$ cat src/rtl/hazard_tag_pipe.sv
// Hazard metadata pipeline (E/M/W) feeding the D-stage stall unit and forwarding muxes.
// Every output is a register, so Stall (derived from ETNew/MTNew) cannot form a combinational loop.
module hazard_tag_pipe (
    input  logic        clk,
    input  logic        reset_n,
    input  logic        Stall,
    input  logic        Req,
    input  logic [2:0]  DTNew,
    input  logic [4:0]  DRegDst,
    input  logic        DWriteRegEn,
    input  logic        DWriteEPC,
    output logic [2:0]  ETNew,
    output logic [2:0]  MTNew,
    output logic [2:0]  WTNew,
    output logic [4:0]  ERegDst,
    output logic [4:0]  MRegDst,
    output logic [4:0]  WRegDst,
    output logic        EWriteRegEn,
    output logic        MWriteRegEn,
    output logic        WWriteRegEn,
    output logic        EWriteEPC,
    output logic        MWriteEPC,
    output logic [15:0] StallCnt
);

    logic [2:0]  r_e_tnew, r_m_tnew, r_w_tnew;
    logic [4:0]  r_e_rd, r_m_rd, r_w_rd;
    logic        r_e_we, r_m_we, r_w_we;
    logic        r_e_epc, r_m_epc;
    logic [15:0] r_stall_cnt;

    logic        w_d_we;
    logic        w_cnt_inc;
    logic [2:0]  w_e_tnew_aged;
    logic [2:0]  w_m_tnew_aged;

    // Writes to $0 are discarded by the GPR file, so they never create a hazard.
    assign w_d_we    = DWriteRegEn && (DRegDst != 5'd0);
    assign w_cnt_inc = Stall && !Req && (r_stall_cnt != 16'hFFFF);

    // TNew counts down to zero and sticks there.
    assign w_e_tnew_aged = (r_e_tnew == 3'd0) ? 3'd0 : r_e_tnew - 3'd1;
    assign w_m_tnew_aged = (r_m_tnew == 3'd0) ? 3'd0 : r_m_tnew - 3'd1;

    always_ff @(posedge clk or negedge reset_n) begin
        if (!reset_n) begin
            r_e_tnew <= 3'd0;
            r_e_rd   <= 5'd0;
            r_e_we   <= 1'b0;
            r_e_epc  <= 1'b0;
            r_m_tnew <= 3'd0;
            r_m_rd   <= 5'd0;
            r_m_we   <= 1'b0;
            r_m_epc  <= 1'b0;
            r_w_tnew <= 3'd0;
            r_w_rd   <= 5'd0;
            r_w_we   <= 1'b0;
        end else if (Req) begin
            r_e_tnew <= 3'd0;
            r_e_rd   <= 5'd0;
            r_e_we   <= 1'b0;
            r_e_epc  <= 1'b0;
            r_m_tnew <= 3'd0;
            r_m_rd   <= 5'd0;
            r_m_we   <= 1'b0;
            r_m_epc  <= 1'b0;
            r_w_tnew <= 3'd0;
            r_w_rd   <= 5'd0;
            r_w_we   <= 1'b0;
        end else begin
            r_w_tnew <= w_m_tnew_aged;
            r_w_rd   <= r_m_rd;
            r_w_we   <= r_m_we;
            r_m_tnew <= w_e_tnew_aged;
            r_m_rd   <= r_e_rd;
            r_m_we   <= r_e_we;
            r_m_epc  <= r_e_epc;
            // A stalled D instruction stays in D; E receives a bubble instead.
            if (Stall) begin
                r_e_tnew <= 3'd0;
                r_e_rd   <= 5'd0;
                r_e_we   <= 1'b0;
                r_e_epc  <= 1'b0;
            end else begin
                r_e_tnew <= DTNew;
                r_e_rd   <= DRegDst;
                r_e_we   <= w_d_we;
                r_e_epc  <= DWriteEPC;
            end
        end
    end

    always_ff @(posedge clk or negedge reset_n) begin
        if (!reset_n) begin
            r_stall_cnt <= 16'd0;
        end else if (w_cnt_inc) begin
            r_stall_cnt <= r_stall_cnt + 16'd1;
        end
    end

    assign ETNew       = r_e_tnew;
    assign MTNew       = r_m_tnew;
    assign WTNew       = r_w_tnew;
    assign ERegDst     = r_e_rd;
    assign MRegDst     = r_m_rd;
    assign WRegDst     = r_w_rd;
    assign EWriteRegEn = r_e_we;
    assign MWriteRegEn = r_m_we;
    assign WWriteRegEn = r_w_we;
    assign EWriteEPC   = r_e_epc;
    assign MWriteEPC   = r_m_epc;
    assign StallCnt    = r_stall_cnt;

endmodule

$ cat config.mk
export PLATFORM = sky130hd
export DESIGN_NAME = hazard_tag_pipe
export DESIGN_NICKNAME = d
export VERILOG_FILES = /design/src/rtl/hazard_tag_pipe.sv
export SDC_FILE = /design/constraint.sdc
export NUM_CORES = 1
export LEC_CHECK = 0
export CAP_MARGIN = 20
export CORE_ASPECT_RATIO = 1.25
export CORE_MARGIN = 10
export CORE_UTILIZATION = 41
export CTS_CLUSTER_SIZE = 14
export DETAILED_ROUTE_END_ITERATION = 8
export PLACE_DENSITY = 0.84
export SLEW_MARGIN = 20
export SYNTH_ARGS = -nofsm -noshare
export SYNTH_HDL_FRONTEND = slang
export SYNTH_SLANG_ARGS = --single-unit
$ cat constraint.sdc
create_clock -name clk -period 1.45 [get_ports clk]
set_input_delay 0.3625 -clock clk [delete_from_list [all_inputs] [get_ports clk]]
set_output_delay 0.3625 -clock clk [all_outputs]
set_load 0.02 [all_outputs]
==> results.py, run 1 <==
metrics = {
    "floorplan": {
        "io_pins": 59,
        "core_region_area_um2": 4390,
        "die_x_um": 80.1,
        "start_util_pct": 42.2,
        "fp.dieH_um": 95.1,
        "num_rows": 27,
        "die_area_um2": 7620,
    },
    "layout": {
        "final_nets": 264,
        "num_antenna_cells": 0,
        "nFillCells": 343,
        "drive_gt1_share_pct": 29.7,
        "syn2layout_area_growth_pct": 53.0,
    },
    "routing": {
        "vias": 1533,
        "dr.pass1.iters": 4,
        "drt-wirelength-per-cell_um": 15.7,
        "wirelength_mm": 4.77,
        "drt-initial-drc-count": 64,
        "viasPerCell": 5.04,
        "postRouteAntennaNets": 0,
        "drc_errors": 0,
    },
    "grt": {
        "grt_first_pass_wirelength_mm": 7.47,
        "grtUsageTotal_pct": 12.5,
        "overflow": 0,
        "grt_max_degree": 46,
        "gr-usage-met1_pct": 13.2,
        "grt_antenna_before_repair": 0,
        "grt-busiest-layer": "met2",
        "met2_usage_pct": 22.0,
        "met3_usage_pct": 4.43,
        "grt_pass1_vias": 1546,
    },
    "synth": {
        "yosys_register_bits": 45,
        "syn_nets": 178,
        "yosys_warnings": 0,
        "synthCells": 159,
        "syn_avg_cell_area_um2": 11.6,
        "syn_area_um2": 1850,
        "async_flop_share_pct": 100,
        "synth-edff-count": 0,
        "ys.flop_type": "dfrtp_1",
        "ys_seq_area_share_pct": 60.8,
        "post_synth_num_cell_types": 32,
    },
    "sta": {
        "fin_skew_ns": 0.00590,
        "fmax_ghz": 0.664,
        "tightestPinTransition_ns": 0.370,
        "hold_viol_final": 0,
        "setup_viol": 6,
        "timing.slew.headroom_pct": 75.2,
        "slew_violations": 0,
        "finalCritPeriodShare_pct": 104,
        "grt_setup_unrepaired": "true",
        "finalWorstSetupSlack_ns": -0.0551,
        "period_minus_slack_ns": 1.51,
    },
    "placed_design": {
        "globalplace.congestion": 0.903,
        "dpl.hpwl_mm": 3.49,
        "numPortBuffers": 58,
        "post-place-ws_ns": -0.363,
    },
    "power": {
        "seqPwrFrac_pct": 50.3,
        "p_int_uw": 2100,
        "p_leak_uw": 0.00145,
        "powerDensity_nw_per_um2": 1080,
        "p_sw_uw": 960,
        "power.share.switching_pct": 31.4,
        "combPwrFrac_pct": 22.8,
        "vdd_drop_max_uv": 723,
        "finalPower_uw": 3060,
        "pwr-share-clk_pct": 26.9,
    },
    "setup_path": {
        "cp_top_family": "simple AND/OR/NAND/NOR gates",
        "crit_arrival_ns": 1.72,
        "critPathRequiredTime_ns": 1.67,
        "critPathSlowestCell": "or4_4",
        "worstPathMaxFanout": 4,
        "cp_cell_sequence": "ha_4 > nand2_2 > or4_4 > o21ai_2 > xnor2_1",
        "crit_path_end_kind": "register",
        "start_kind": "register",
        "criticalPathCategory": "register to register",
        "critPathBufInv": 0,
        "cpPeakStageDelay_ns": 0.51,
    },
    "clock_network": {
        "clk_path_buf_depth": 2,
        "cts_buffers": 5,
        "clk_pin_slew_ns": 0.08,
        "cts.htree.levels": 2,
        "hold_buffers": 0,
        "clk_latency_ns": 0.30,
        "numClockSinks": 45,
        "cts_tree": "yes",
        "clock_tree.root_cell": "clkbuf_8",
    },
    "run_status": {
        "violations": "setup timing",
        "status": "finished with violations",
    },
    "job": {
        "max_cap_viol_count": 0,
    },
    "min_path": {
        "hold_class": "primary input to asynchronous set/reset pin",
    },
}
power groups by stage:
stage | Combinational [uW] | Clock [uW] | Sequential [uW]
6_report | 696 | 823 | 1540
5_1_grt | 779 | 903 | 1550
4_1_cts | 685 | 846 | 1530
3_5_place_dp | 720 | 0 | 1560
3_3_place_gp | 704 | 0 | 1550
2_1_floorplan | 198 | 0 | 1670
cells by family after synthesis:
| logic type | after synthesis | share of synthesized area, % |
|---|---|---|
| AND/OR/NAND/NOR | 73 | 22.5 |
| flip-flops | 45 | 60.8 |
| AO/OA/AOI/OAI | 16 | 5.54 |
| XOR/XNOR | 8 | 3.78 |
| buffers and inverters | 8 | 1.62 |
| adder cells (fa/ha/maj) | 5 | 3.38 |
| multiplexers | 4 | 2.36 |
per-layer routing:
metal / wire length (um) / part of all wire (%)
met5: 0 / 0
met4: 78 / 1.6
met3: 401 / 8.4
met2: 2500 / 53
met1: 1780 / 37
sequential cells by signal, summed over array words and instances (netlist names):
signal,flops
MWriteRegEn,1
WRegDst,5
MTNew,3
EWriteEPC,1
WWriteRegEn,1
EWriteRegEn,1
MRegDst,5
StallCnt,16
ERegDst,5
ETNew,3
WTNew,3
MWriteEPC,1
final timing paths:
| check | start | to | slack [ns] | cells after the start |
|---|---|---|---|---|
| setup / recovery | StallCnt[0] | StallCnt[3] | -0.06 | 5 |
| hold / removal | reset_n | StallCnt[12] | 0.02 | 2 |
| setup reg to reg | StallCnt[0] | StallCnt[3] | -0.06 | 5 |
| hold reg to reg | ETNew[0] | MTNew[0] | 0.48 | 1 |
| max in group asynchronous | reset_n | StallCnt[5] | 1.20 | 2 |
| min in group clk | ETNew[0] | MTNew[0] | 0.48 | 1 |
cell usage in the layout, fill, tap and decap left out, drive strengths merged, types with 7 or more instances in the layout:
cell type      count
a21oi              8
clkbuf             7
dlygate4sd2       36
nand2             16
clkdlybuf4s15      8
dfrtp             45
nor2               7
buf               25
clkdlybuf4s50     11
nor2b             15
and2               9
cell type report:
cell class,count,area (um2),share of cell area (%)
sequential,45,1140,40.3
multi-input combinational,106,781,27.6
timing repair buffer,82,721,25.4
clock buffer,6,82.6,2.92
tap,58,72.6,2.56
inverter,5,18.8,0.663
clock inverter,2,16.3,0.574
repair_timing:
item                       CTS  global route
resized for setup           52            19
setup endpoints to repair   52            35
pin swaps                    1             7
setup buffers                2             1
synth_stat cells (all sizes together), types with 3 or more instances:
cell     n  area [um2]
a21oi    8        40.0
a31oi    3        18.8
and2     9        56.3
clkbuf   3        11.3
dfrtp   45        1130
ha       5        62.6
inv      5        18.8
mux2     3        33.8
nand2   16        60.1
nand3    6        35.0
nand4    3        18.8
nor2     7        26.3
nor2b   15        93.8
nor3     6        30.0
xor2     6        52.6
metrics by stage:
stage / cells / hold slack, ns / setup TNS (ns) / util (%) / cell area (um2)
6_report: 304 / 0.0224 / -0.151 / 64.5 / 2830
5_1_grt: 304 / 0.0348 / -0.767 / 64.5 / 2830
4_1_cts: 303 / 0.0310 / -0.121 / 63.2 / 2780
3_5_place_dp: 293 / 0.357 / -6.78 / 61.5 / 2700
3_3_place_gp: 293 / 0.353 / -5.39 / 61.5 / 2700
2_1_floorplan: 159 / 0.0669 / -0.0823 / - / 1890
(Power assumes the default switching activity.)
==> run 2, diff against run 1 <==
Settings changed: CORE_ASPECT_RATIO 1.25 to 0.8, CORE_MARGIN 10 to 2, GPL_ROUTABILITY_DRIVEN set to 0.
==> results.py, run 2 (synthesized netlist as in run 1, its figures left out) <==
metrics = {
    "run_status": {
        "status": "finished with violations",
        "violations": "setup timing",
    },
    "grt": {
        "grt_max_degree": 46,
        "grtUsageTotal_pct": 18.6,
        "grt_pass1_vias": 1446,
        "grt_antenna_before_repair": 0,
        "overflow": 0,
        "grt_first_pass_wirelength_mm": 7.13,
    },
    "clock_network": {
        "clock_tree.root_cell": "clkbuf_8",
        "clk_pin_slew_ns": 0.09,
        "numClockSinks": 45,
        "cts.htree.levels": 2,
        "cts_tree": "yes",
        "clk_latency_ns": 0.30,
        "cts_buffers": 5,
        "clk_path_buf_depth": 2,
    },
    "setup_path": {
        "crit_arrival_ns": 1.73,
        "worstPathMaxFanout": 4,
        "crit_path_end_kind": "register",
        "r2r_cells": 5,
        "start_kind": "register",
        "cpPeakStageDelay_ns": 0.52,
        "cp_cell_sequence": "ha_4 > nand2_4 > or4_4 > o21ai_2 > xnor2_1",
        "criticalPathCategory": "register to register",
        "critPathRequiredTime_ns": 1.67,
        "critPathSlowestCell": "or4_4",
    },
    "layout": {
        "largest_reg_flops": 16,
        "drive_gt1_share_pct": 35.1,
        "num_antenna_cells": 0,
        "nFillCells": 325,
        "seq_area_um2": 1140,
        "multiInputGateArea_um2": 861,
        "final_nets": 269,
        "syn2layout_area_growth_pct": 59.9,
        "final_util_pct": 69.5,
        "layout_commonest_cell": "dlygate4sd2_1",
        "final_cell_mix": "34 x dlygate4sd2_1, 32 x dfrtp_1, 27 x buf_4",
    },
    "power": {
        "finalPower_uw": 3250,
        "powerDensity_nw_per_um2": 1100,
        "p_leak_uw": 0.00150,
        "vdd_drop_max_uv": 839,
    },
    "placed_design": {
        "numPortBuffers": 58,
        "dpl.hpwl_mm": 3.08,
    },
    "routing": {
        "wirelength_mm": 4.84,
        "wl_met1_mm": 2.07,
        "drt-initial-drc-count": 128,
        "viasPerCell": 5.05,
        "maxUsedRoutingLayer": "met4",
        "dr.pass1.iters": 4,
        "drt-wirelength-per-cell_um": 15.7,
        "drc_errors": 0,
        "met2WireLength_mm": 2.46,
        "postRouteAntennaNets": 0,
        "vias": 1554,
        "dr_wl_met3_um": 246,
    },
    "sta": {
        "hold_viol_final": 0,
        "grt_setup_unrepaired": "true",
        "slew_violations": 0,
        "holdWs_ns": 0.0263,
        "tightestPinTransition_ns": 0.315,
        "fmax_ghz": 0.663,
        "timing.slew.headroom_pct": 79.0,
        "fin_skew_ns": 0.00901,
        "finalWorstSetupSlack_ns": -0.0577,
        "setup_viol": 7,
        "period_minus_slack_ns": 1.51,
        "finalCritPeriodShare_pct": 104,
    },
    "floorplan": {
        "die_x_um": 79.1,
        "num_rows": 21,
        "io_pins": 59,
        "fp.dieH_um": 64.1,
        "die_area_um2": 5070,
        "start_util_pct": 43.5,
        "core_region_area_um2": 4260,
    },
    "job": {
        "max_cap_viol_count": 0,
    },
    "min_path": {
        "hold_class": "primary input to asynchronous set/reset pin",
    },
}
==> run 2: cell types whose count changed in the layout (fill, tap and decap cells not counted), sizes merged <==
cell and change:
dlygate4sd2 -2, clkbuf +1, inv -1, clkdlybuf4s50 -1
clkinv +1, clkinvlp -1, buf +5, clkdlybuf4s15 +3
==> run 2: worst max-delay path, delay by kind of cell (launching register included) <==
| kind | cells | cell delay (ns) |
|---|---|---|
| AOI/OAI and AO/OA | 1 | 0.15 |
| xor gates and xnor gates | 1 | 0.12 |
| adders and majority gates | 1 | 0.17 |
| DFF | 1 | 0.41 |
| and+or+nand+nor | 2 | 0.59 |
==> run 2: worst paths after layout <==
path / end / startpoint / slack, ns
min in group clk: WRegDst[2] / MRegDst[2] / 0.49
hold / removal: ERegDst[2] / reset_n / 0.03
max in group asynchronous: StallCnt[9] / reset_n / 1.20
setup reg to reg: StallCnt[3] / StallCnt[0] / -0.06
setup / recovery: StallCnt[3] / StallCnt[0] / -0.06
hold reg to reg: WRegDst[2] / MRegDst[2] / 0.49
==> run 2: where the power goes <==
part	total [uW]	internal (uW)	leakage (uW)	switching (uW)
sequential	1540	1380	0.000589	162
clock	852	431	0.0000542	420
combinational	854	436	0.000859	418
total	3250	2250	0.00150	1000
==> run 2: routing by layer <==
metal | up-vias | track usage (%)
met3 | 6 | 3.81
met4 | 0 | 6.47
met1 | 778 | 24.7
met2 | 50 | 30.4
met5 | - | 0
li1 | 720 | -
==> run 2: cell type report <==
type                       instances  area share [%]
multi-input combinational        106            29.1
clock buffer                       7            3.25
sequential                        45            38.6
tap                               57            2.41
timing repair buffer              87            25.9
inverter                           5           0.634
clock inverter                     1           0.169
==> run 2: metrics by stage <==
stage          area (um2)  setup slack (ns)  instances  TNS [ns]
4_1_cts              2820           -0.0733        304    -0.214
2_1_floorplan        1890           -0.0329        159   -0.0823
5_1_grt              2960            -0.111        308    -0.699
6_report             2960           -0.0577        308    -0.201
3_3_place_gp         2690            -0.343        291     -5.57
3_5_place_dp         2690            -0.483        291     -6.60
==> run 2: what timing repair did <==
| item | in CTS | in global routing |
|---|---|---|
| endpoints found under the setup margin | 56 | 36 |
| setup buffers | 5 | 4 |
| gates resized for setup | 58 | 35 |
| hold buffers | 0 | 0 |
| gates cloned | 0 | 0 |
| pin swaps | 5 | 13 |
==> run 3, diff against run 2 <==
Settings changed: CTS_CLUSTER_DIAMETER set to 200, CTS_CLUSTER_SIZE 14 to 20.
==> results of run 3 <==
No change in the layout: final DEF, timing and power equal those of run 2.
